## config.mk

```make
export PLATFORM = sky130hd
export DESIGN_NAME = seq_det_ctrl
export DESIGN_NICKNAME = d
export VERILOG_FILES = /design/src/rtl/seq_det_pkg.sv /design/src/rtl/pat_match.sv /design/src/rtl/seq_det_ctrl.sv
export SDC_FILE = /design/constraint.sdc
export NUM_CORES = 1
export LEC_CHECK = 0
export BUFFER_PORTS_ARGS = -buffer_cell sky130_fd_sc_hd__buf_2
export CAP_MARGIN = 30
export CORE_MARGIN = 2
export CORE_UTILIZATION = 56
export CTS_BUF_LIST = sky130_fd_sc_hd__clkbuf_16
export CTS_CLUSTER_SIZE = 8
export DETAILED_ROUTE_END_ITERATION = 6
export GPL_ROUTABILITY_DRIVEN = 0
export GPL_TIMING_DRIVEN = 0
export HOLD_SLACK_MARGIN = 0.1
export PLACE_DENSITY = 0.77
export SYNTH_ARGS = -nofsm -noshare
export SYNTH_HDL_FRONTEND = slang
export SYNTH_SLANG_ARGS = --single-unit
```

## constraint.sdc

```tcl
create_clock -name clk -period 4.16 [get_ports clk]
set_input_delay 0.416 -clock clk [delete_from_list [all_inputs] [get_ports clk]]
set_output_delay 0.416 -clock clk [all_outputs]
set_load 0.01 [all_outputs]
```

## src/rtl/seq_det_pkg.sv

```systemverilog
`default_nettype none
// ============================================================================
// Module      : seq_det_pkg
// Description : Shared definitions for the serial pattern detector:
//               FSM state encoding, pattern geometry and length clamping.
// Contents    : state_t   - serialiser FSM states
//               PAT_W     - pattern / history width in bits
//               LEN_MIN   - shortest supported pattern length
//               LEN_MAX   - longest supported pattern length
//               clamp_len - maps a requested length into [LEN_MIN, LEN_MAX]
// Revision    : 1.0 - initial release
// ============================================================================
package seq_det_pkg;

  localparam int PAT_W   = 8;
  localparam int LEN_MIN = 2;
  localparam int LEN_MAX = 8;

  typedef enum logic [0:0] {
    ST_IDLE  = 1'b0,
    ST_SHIFT = 1'b1
  } state_t;

  function automatic logic [3:0] clamp_len(input logic [3:0] len);
    if (len < 4'(LEN_MIN)) begin
      return 4'(LEN_MIN);
    end else if (len > 4'(LEN_MAX)) begin
      return 4'(LEN_MAX);
    end
    return len;
  endfunction

endpackage
`default_nettype wire

```

## src/rtl/pat_match.sv

```systemverilog
`default_nettype none
// ============================================================================
// Module      : pat_match
// Description : Bit-history matcher. Keeps the most recent PAT_W bits of the
//               current frame plus a saturating fill count, and flags a match
//               on the bit being shifted in this cycle.
// Ports       : clk, rst_n  - clock, asynchronous active-low reset
//               shift_en    - a new bit is shifted in at this edge
//               shift_bit   - the bit being shifted in
//               frame_end   - this bit closes the frame; clear afterwards
//               pattern     - target pattern, bit 0 = most recent bit
//               len         - pattern length, already clamped to 2..8
//               match       - combinational: the shift at this edge completes
//                             a match
// Revision    : 1.0 - initial release
// ============================================================================
module pat_match
  import seq_det_pkg::*;
(
  input  logic             clk,
  input  logic             rst_n,
  input  logic             shift_en,
  input  logic             shift_bit,
  input  logic             frame_end,
  input  logic [PAT_W-1:0] pattern,
  input  logic [3:0]       len,
  output logic             match
);

  logic [PAT_W-1:0] r_hist;
  logic [3:0]       r_fill;
  logic [PAT_W-1:0] w_hist_nxt;
  logic [3:0]       w_fill_nxt;
  logic [PAT_W-1:0] w_mask;

  // The compare looks at the history as it will be after this shift, so the
  // final bit of a frame can still complete a match before the clear.
  always_comb begin
    w_hist_nxt = {r_hist[PAT_W-2:0], shift_bit};
    w_fill_nxt = (r_fill >= 4'(LEN_MAX)) ? 4'(LEN_MAX) : r_fill + 4'd1;
    w_mask     = {PAT_W{1'b1}} >> (4'(PAT_W) - len);
    match      = shift_en && (w_fill_nxt >= len) &&
                 ((w_hist_nxt & w_mask) == (pattern & w_mask));
  end

  always_ff @(posedge clk or negedge rst_n) begin
    if (!rst_n) begin
      r_hist <= '0;
      r_fill <= '0;
    end else if (shift_en) begin
      if (frame_end) begin
        r_hist <= '0;
        r_fill <= '0;
      end else begin
        r_hist <= w_hist_nxt;
        r_fill <= w_fill_nxt;
      end
    end
  end

endmodule
`default_nettype wire

```

## src/rtl/seq_det_ctrl.sv

```systemverilog
`default_nettype none
// ============================================================================
// Module      : seq_det_ctrl
// Description : Serial bit-pattern detector. Bytes accepted on a valid/ready
//               handshake are serialised MSB first, one bit per cycle, into a
//               pattern matcher. Matches are pulsed, counted (saturating) and
//               raise a sticky interrupt when the count reaches a threshold.
// Ports       : clk, rst_n       - clock, asynchronous active-low reset
//               cfg_we           - config write (taken only when idle and
//                                  s_valid is low)
//               cfg_pattern      - target pattern, bit 0 = most recent bit
//               cfg_len          - pattern length, clamped to 2..8
//               cfg_threshold    - irq threshold, 0 disables irq
//               s_valid/s_ready  - byte handshake
//               s_data, s_last   - byte and end-of-frame marker
//               cnt_clr, irq_clr - clear match_count / irq
//               match_pulse      - one cycle per match
//               match_count      - saturating match counter
//               irq              - sticky threshold flag
//               busy             - serialiser active
// Revision    : 1.0 - initial release
// ============================================================================
module seq_det_ctrl
  import seq_det_pkg::*;
#(
  parameter int DATA_W = 8,
  parameter int CNT_W  = 8
) (
  input  logic              clk,
  input  logic              rst_n,
  input  logic              cfg_we,
  input  logic [PAT_W-1:0]  cfg_pattern,
  input  logic [3:0]        cfg_len,
  input  logic [CNT_W-1:0]  cfg_threshold,
  input  logic              s_valid,
  output logic              s_ready,
  input  logic [DATA_W-1:0] s_data,
  input  logic              s_last,
  input  logic              cnt_clr,
  input  logic              irq_clr,
  output logic              match_pulse,
  output logic [CNT_W-1:0]  match_count,
  output logic              irq,
  output logic              busy
);

  localparam int c_IDX_W = $clog2(DATA_W);

  state_t              r_state;
  logic [DATA_W-1:0]   r_byte;
  logic [c_IDX_W-1:0]  r_idx;
  logic                r_last;

  logic [PAT_W-1:0]    r_pattern;
  logic [3:0]          r_len;
  logic [CNT_W-1:0]    r_threshold;

  logic                w_hs;
  logic                w_shift;
  logic                w_bit;
  logic                w_frame_end;
  logic                w_match;
  logic [CNT_W-1:0]    w_cnt_nxt;
  logic                w_irq_set;

  assign w_hs        = s_valid && s_ready;
  assign w_shift     = (r_state == ST_SHIFT);
  assign w_bit       = r_byte[r_idx];
  assign w_frame_end = w_shift && (r_idx == '0) && r_last;

  // Serialiser FSM. s_ready and busy are registered from the next-state
  // decision; s_ready reopens in the cycle presenting bit 0 so a following
  // byte is taken on the same edge that shifts that bit, leaving no gap.
  always_ff @(posedge clk or negedge rst_n) begin
    if (!rst_n) begin
      r_state <= ST_IDLE;
      r_byte  <= '0;
      r_idx   <= '0;
      r_last  <= 1'b0;
      s_ready <= 1'b1;
      busy    <= 1'b0;
    end else begin
      case (r_state)
        ST_IDLE: begin
          if (w_hs) begin
            r_state <= ST_SHIFT;
            r_byte  <= s_data;
            r_last  <= s_last;
            r_idx   <= c_IDX_W'(DATA_W - 1);
            s_ready <= 1'b0;
            busy    <= 1'b1;
          end
        end
        ST_SHIFT: begin
          if (r_idx == '0) begin
            if (w_hs) begin
              r_byte  <= s_data;
              r_last  <= s_last;
              r_idx   <= c_IDX_W'(DATA_W - 1);
              s_ready <= 1'b0;
              busy    <= 1'b1;
            end else begin
              r_state <= ST_IDLE;
              s_ready <= 1'b1;
              busy    <= 1'b0;
            end
          end else begin
            r_idx   <= r_idx - 1'b1;
            s_ready <= (r_idx == c_IDX_W'(1));
          end
        end
        default: begin
          r_state <= ST_IDLE;
          s_ready <= 1'b1;
          busy    <= 1'b0;
        end
      endcase
    end
  end

  // Configuration only changes while nothing is in flight or being offered.
  always_ff @(posedge clk or negedge rst_n) begin
    if (!rst_n) begin
      r_pattern   <= 8'h09;
      r_len       <= 4'd4;
      r_threshold <= '0;
    end else if (cfg_we && (r_state == ST_IDLE) && !s_valid) begin
      r_pattern   <= cfg_pattern;
      r_len       <= clamp_len(cfg_len);
      r_threshold <= cfg_threshold;
    end
  end

  pat_match u_pat_match (
    .clk       (clk),
    .rst_n     (rst_n),
    .shift_en  (w_shift),
    .shift_bit (w_bit),
    .frame_end (w_frame_end),
    .pattern   (r_pattern),
    .len       (r_len),
    .match     (w_match)
  );

  // Clear beats a coincident match; the counter holds at all-ones.
  always_comb begin
    w_cnt_nxt = match_count;
    if (cnt_clr) begin
      w_cnt_nxt = '0;
    end else if (w_match && (match_count != {CNT_W{1'b1}})) begin
      w_cnt_nxt = match_count + CNT_W'(1);
    end
  end

  // irq fires only on the transition into the threshold value, so a
  // saturated or held count does not re-arm it after irq_clr.
  assign w_irq_set = (w_cnt_nxt != match_count) &&
                     (w_cnt_nxt == r_threshold) &&
                     (r_threshold != '0);

  always_ff @(posedge clk or negedge rst_n) begin
    if (!rst_n) begin
      match_pulse <= 1'b0;
      match_count <= '0;
      irq         <= 1'b0;
    end else begin
      match_pulse <= w_match;
      match_count <= w_cnt_nxt;
      if (w_irq_set) begin
        irq <= 1'b1;
      end else if (irq_clr) begin
        irq <= 1'b0;
      end
    end
  end

endmodule
`default_nettype wire

```

# Word level (Yosys, flattened, before mapping)
# Index checks and enable logic that the tools add are counted.
[totals] word_cells=83 reg_bits=56 out_inout_bits=12 in_bits=35
[op_classes] order_cmp=5 eq_ne=7 n_mux=34 reduce_logical=15 shift=1 addsub=4 bitwise=3
[op_table] cell="$mux W8" count=4
[op_table] cell="$mux W4" count=5
[op_table] cell="$and A8 B8 Y8" count=2
[op_table] cell="$eq A8 B8 Y1" count=2
[op_table] cell="$pmux W8 S2" count=1
[op_table] cell="$mux W1" count=15
[op_table] cell="$logic_and A1 B1 Y1" count=10
[op_table] cell="$add A8 B1 Y8 const B" count=1
[op_table] cell="$ne A8 B8 Y1" count=1
[op_table] cell="$ne A8 B8 Y1 const B" count=1
[op_table] cell="$pmux W1 S2" count=4
[op_table] cell="$reduce_bool A8 Y1" count=1
[op_table] cell="$shr A8 B4 Y8 const A" count=1
[op_table] cell="$mux W7" count=1
[op_table] cell="$mux W3" count=2
[op_table] cell="$pmux W3 S2" count=1
[op_table] cell="$add A4 B1 Y4 const B" count=1
[op_table] cell="$ge A4 B4 Y1" count=1
[op_table] cell="$ge A4 B4 Y1 const B" count=1
[op_table] cell="$gt A4 B4 Y1 const B" count=1
[op_table] cell="$lt A3 B4 Y1 const B" count=1
[op_table] cell="$lt A4 B2 Y1 const B" count=1
[op_table] cell="$sub A4 B4 Y4 const A" count=1
[op_table] cell="$bmux W1 S3" count=1
[op_table] cell="other kinds (9)" count=9

# Logic depth before layout (Yosys ltp)
[depth] word_depth=12 ltp_mapped=13 ltp_nobuf=13

# Hierarchy
# From an unflattened synthesis, not the netlist that was laid out.
[unflattened] hier_cells=287 area_unflattened_um2=3084.2
[modules_own_cells] module="seq_det_ctrl" area_each_um2=2290.9 instances=1 cells_per_inst=200 seq_area_each_um2=1131.1
[modules_own_cells] module="pat_match" area_each_um2=793.3 instances=1 cells_per_inst=87 seq_area_each_um2=275.3

# Least setup slack after synthesis
# OpenSTA, ideal clock, no wires.
[synth_path] path_kind="flip-flop to flip-flop" start="register r_len[0]" end="register irq" slack_ns=1.263 path_stages_with_launch=12 setup_ns=0.120 path_buffers=0 arrival_ns=2.777 required_time_ns=4.040 period_less_slack_ns=2.897 path_cell_list="dfrtp_1 inv_1 ha_1 xnor2_1 a21oi_1 or3_1 o31a_4 o311ai_1 nand3_1 nor4b_1 and4_1 a41o_1"
[synth_via] elab_chain_cells=12 word_cells_on_any_way=17 classes_between="add/sub: 1; order compare: 1; eq/ne: 3; shift: 1; mux: 3; bitwise: 2; reduce/logical: 6"
[synth_rtl] item="from (decl)" line_no="seq_det_ctrl.sv:55" source="logic [3:0] r_len;"
[synth_rtl] item="from (signal assigned)" line_no="seq_det_ctrl.sv:129" source="r_len <= clamp_len(cfg_len);"
[synth_rtl] item="$sub A4 B4 Y4" line_no="pat_match.sv:41" source="w_mask = {PAT_W{1'b1}} >> (4'(PAT_W) - len);"
[synth_rtl] item="$shr A8 B4 Y8" line_no="pat_match.sv:41"
[synth_rtl] item="$and A8 B8 Y8" line_no="pat_match.sv:43" source="((w_hist_nxt & w_mask) == (pattern & w_mask));"
[synth_rtl] item="$eq A8 B8 Y1" line_no="pat_match.sv:43"
[synth_rtl] item="$logic_and A1 B1 Y1 *" line_no="pat_match.sv:42" source="match = shift_en && (w_fill_nxt >= len) &&"
[synth_rtl] item="$logic_and A1 B1 Y1 *" line_no="seq_det_ctrl.sv:150" source="end else if (w_match && (match_count != {CNT_W{1'b1}})) begin"
[synth_rtl] item="$mux W8 *" line_no="seq_det_ctrl.sv:150"
[synth_rtl] item="$mux W8 *" line_no="seq_det_ctrl.sv:148" source="if (cnt_clr) begin"
[synth_rtl] item="$ne A8 B8 Y1 or $eq A8 B8 Y1 (tied branches)" line_no="seq_det_ctrl.sv:157, seq_det_ctrl.sv:158"
[synth_rtl] item="$logic_and A1 B1 Y1 *" line_no="seq_det_ctrl.sv:157" source="assign w_irq_set = (w_cnt_nxt != match_count) &&"
[synth_rtl] item="$logic_and A1 B1 Y1 *" line_no="seq_det_ctrl.sv:158" source="(w_cnt_nxt == r_threshold) &&"
[synth_rtl] item="$mux W1 or $reduce_bool A2 Y1 (tied branches)"
[synth_rtl] item="to (signal assigned)" line_no="seq_det_ctrl.sv:165" source="irq <= 1'b0;"
[synth_rtl] item="to (signal assigned)" line_no="seq_det_ctrl.sv:170" source="irq <= 1'b1;"
[synth_rtl] item="to (signal assigned)" line_no="seq_det_ctrl.sv:172" source="irq <= 1'b0;"
[synth_rtl] item="to (decl)" line_no="seq_det_ctrl.sv:43" source="output logic irq,"
# Mark *: on every way between the ends. The rest lies on a longest branch, timed or not.
# A chain may end at the register's enable or synchronous reset.

# Final worst setup path
# Same ends and word-level chain as after synthesis.

==> metrics <==
area share of the largest cell type after synthesis 0.444; die area 5820 um^2; Hold Slack 0.314 ns; crit start category flop; Synth warnings 0; Hold Crit Class input port to flop; Iteration-0 DRC Markers 64; fin. max-slew vios 0; Syn Nets 310; Routed WL per cell 14.6 um; post-DR vias/cell 5.48; CTS tree built; Row Count 26; CP required 4.39 ns; DP Cell Count 379; layout cells sized above 1 0.302; Post-DP Area 3270 um^2; Most common cell on crit path a21oi_1; crit-path cells inv_1 > ha_1 > xnor2_1 > a21oi_1 > or3_1 > o31a_4 > o311ai_1 > a21oi_1 > nor4b_1 > and4_1 > a41o_1; MaxCap Viol Count 0; fmax 304 MHz; relative slew slack 0.409; Peak VDD IR 0.000410 V; WL final 5.66 mm; Netlist cell types 52; crit end category flop; DP Worst Slack 0.902 ns; Post-Syn Area 2930 um^2; Worst-Margin Slew 0.885 ns; Final Worst Setup Slack 0.872 ns; min Tclk post-route 3.29 ns; EDFF count, synth 0; CTS Buf Count 5; sum of negative setup slack 0 ns; # DRC 0; Syn-to-layout area delta 16.7%; worst path arrival time 3.51 ns; Detail Placement HPWL 4.33 mm; synth top area cells dfrtp_1 44%, mux2_2 10%, ha_1 5.6%; P per Cell Area 738 nW/um^2; total grt overflow 0; Worst-Skew Late Latency 0.29 ns; fin area 3420 um^2; largest net degree at the start of global routing 42; RSZ-0062 raised after global routing false; Syn Area/Cell 11.2 um^2; vias after detailed routing 2127; period utilisation layout 0.790; core area 5070 um^2; htree depth 2; die width 76.3 um; Synth Instances 262; status finished clean; Clock Pin Slew Worst Setup and Hold Paths 0.07 ns; Synth async-reset ratio 1.00; Setup CP Type flop to flop; DIE HEIGHT 76.3 um; number of buffers added for setup after CTS 0; initial antenna violation count 0; Non-Filler Instances 388; Nets 365; largest fanout on the critical path 7; port bufs 46; first-pass GRT wire length 9.71 mm; most common library cells after synthesis 52 x dfrtp_1, 26 x mux2_2, 20 x inv_1, 16 x xnor2_1, 15 x nor2_1; largest area contributor in the netlist dfrtp_1; sequential share of the synthesized area 0.480; Slowest cell on crit path o311ai_1; drt pass-1 iters 4; ANT nets after route 0; starting density of the core 0.577; CP max stage delay 0.47 ns; synthesized flop and latch total 56; # diodes 0; clock sinks 56; most common cell in the netlist dfrtp_1; GRT Overall Usage 0.206; Leak Pwr 1.57 nW; setup violators final 0; Setup Skew 0.00343 ns; Final Hold Viols 0; CTS root buf clkbuf_16; I/O pin cnt 47; Top FF cell, synth dfrtp_1; clk buf depth 2; vias in the first global route 2095
state kept, by name (all words and copies together) (netlist names):
name / cells
match_pulse: 1
irq: 1
u_pat_match.r_fill: 4
r_threshold: 8
u_pat_match.r_hist: 7
match_count: 8
r_pattern: 8
r_last: 1
r_idx: 3
r_state: 1
s_ready: 1
r_len: 4
busy: 1
r_byte: 8
through the flow:
step,power [mW],util
global route,2.72,0.674
floorplan,1.84,-
global placement,2.06,0.640
detailed placement,2.12,0.644
finish,2.52,0.674
CTS,2.54,0.674
kinds of logic (layout without fill, tap and decap cells):
| group | count (synthesis) | count (layout) | synth area share |
|---|---|---|---|
| AND/OR/NAND/NOR | 69 | 69 | 0.126 |
| multiplexers | 31 | 31 | 0.132 |
| buffers and inverters | 26 | 82 | 0.0333 |
| XOR/XNOR | 16 | 16 | 0.0478 |
| flip-flops | 56 | 56 | 0.480 |
| AO/OA/AOI/OAI | 51 | 51 | 0.126 |
| adder cells (fa/ha/maj) | 13 | 13 | 0.0555 |
worst max-delay path, delay by kind of cell, from the launching register on:
family / cells / cell delay, ns
xor+xnor: 1 / 0.28
flops: 1 / 0.43
compound gates: 5 / 1.30
simple gates: 3 / 0.91
buf+inv: 1 / 0.10
fa+ha+maj: 1 / 0.21
power by group:
part	switching (mW)	internal (mW)	total, mW	leakage [nW]
clock network	0.191	0.223	0.413	0.0754
registers	0.183	0.775	0.958	0.696
logic	0.600	0.552	1.15	0.801
total	0.973	1.55	2.52	1.57
path summary, 6_finish.rpt:
check / start / end / slack [ns] / depth (start not counted)
max in group asynchronous: rst_n / r_pattern[0] / 2.98 / 3
min in group asynchronous: rst_n / r_pattern[6] / 0.58 / 2
setup / recovery: r_len[0] / irq / 0.87 / 11
hold / removal: s_valid / s_ready / 0.31 / 2
hold reg to reg: busy / busy / 0.47 / 1
setup reg to reg: r_len[0] / irq / 0.87 / 11
placed cells by master (no fill, tap or decap), types with 3 or more instances in the layout:
cell and n:
nor4_1 4, dfrtp_1 52, o32ai_1 3, buf_2 46, o21ai_0 9, ha_1 13
xnor2_1 16, nor2_1 15, and3_1 3, nor3_1 3, o22ai_1 8, nand2_1 14
nand4_1 3, mux2_2 26, clkbuf_1 5, nand3_1 8, clkbuf_16 5, nor2b_1 4
a21oi_1 11, inv_1 21, dfstp_2 4
final cells by class:
| cell class | instances | area (um^2) |
|---|---|---|
| clock inverters | 3 | 17.5 |
| multi-input cells | 180 | 1430 |
| inverters | 21 | 78.8 |
| plain buffers | 5 | 18.8 |
| clock buffers | 5 | 125 |
| flip-flops and latches | 56 | 1410 |
| well taps | 70 | 87.6 |
| repair buffers | 48 | 260 |
| fillers | 388 | 1660 |
per-layer routing:
metal / share of wire / track usage / vias to the layer above / routed length, um
li1: - / - / 1053 / -
met1: 0.47 / 0.286 / 1011 / 2640
met2: 0.47 / 0.329 / 56 / 2680
met3: 0.049 / 0.0438 / 7 / 280
met4: 0.011 / 0.0600 / 0 / 63
met5: 0 / 0 / - / 0
repair_timing:
action / CTS / global route
hold buffers: 1 / 0
endpoints found under the setup margin: 0 / 0
endpoints found under the hold margin: 14 / 0
gates resized for setup: 0 / 0
(Power assumes the default switching activity.)
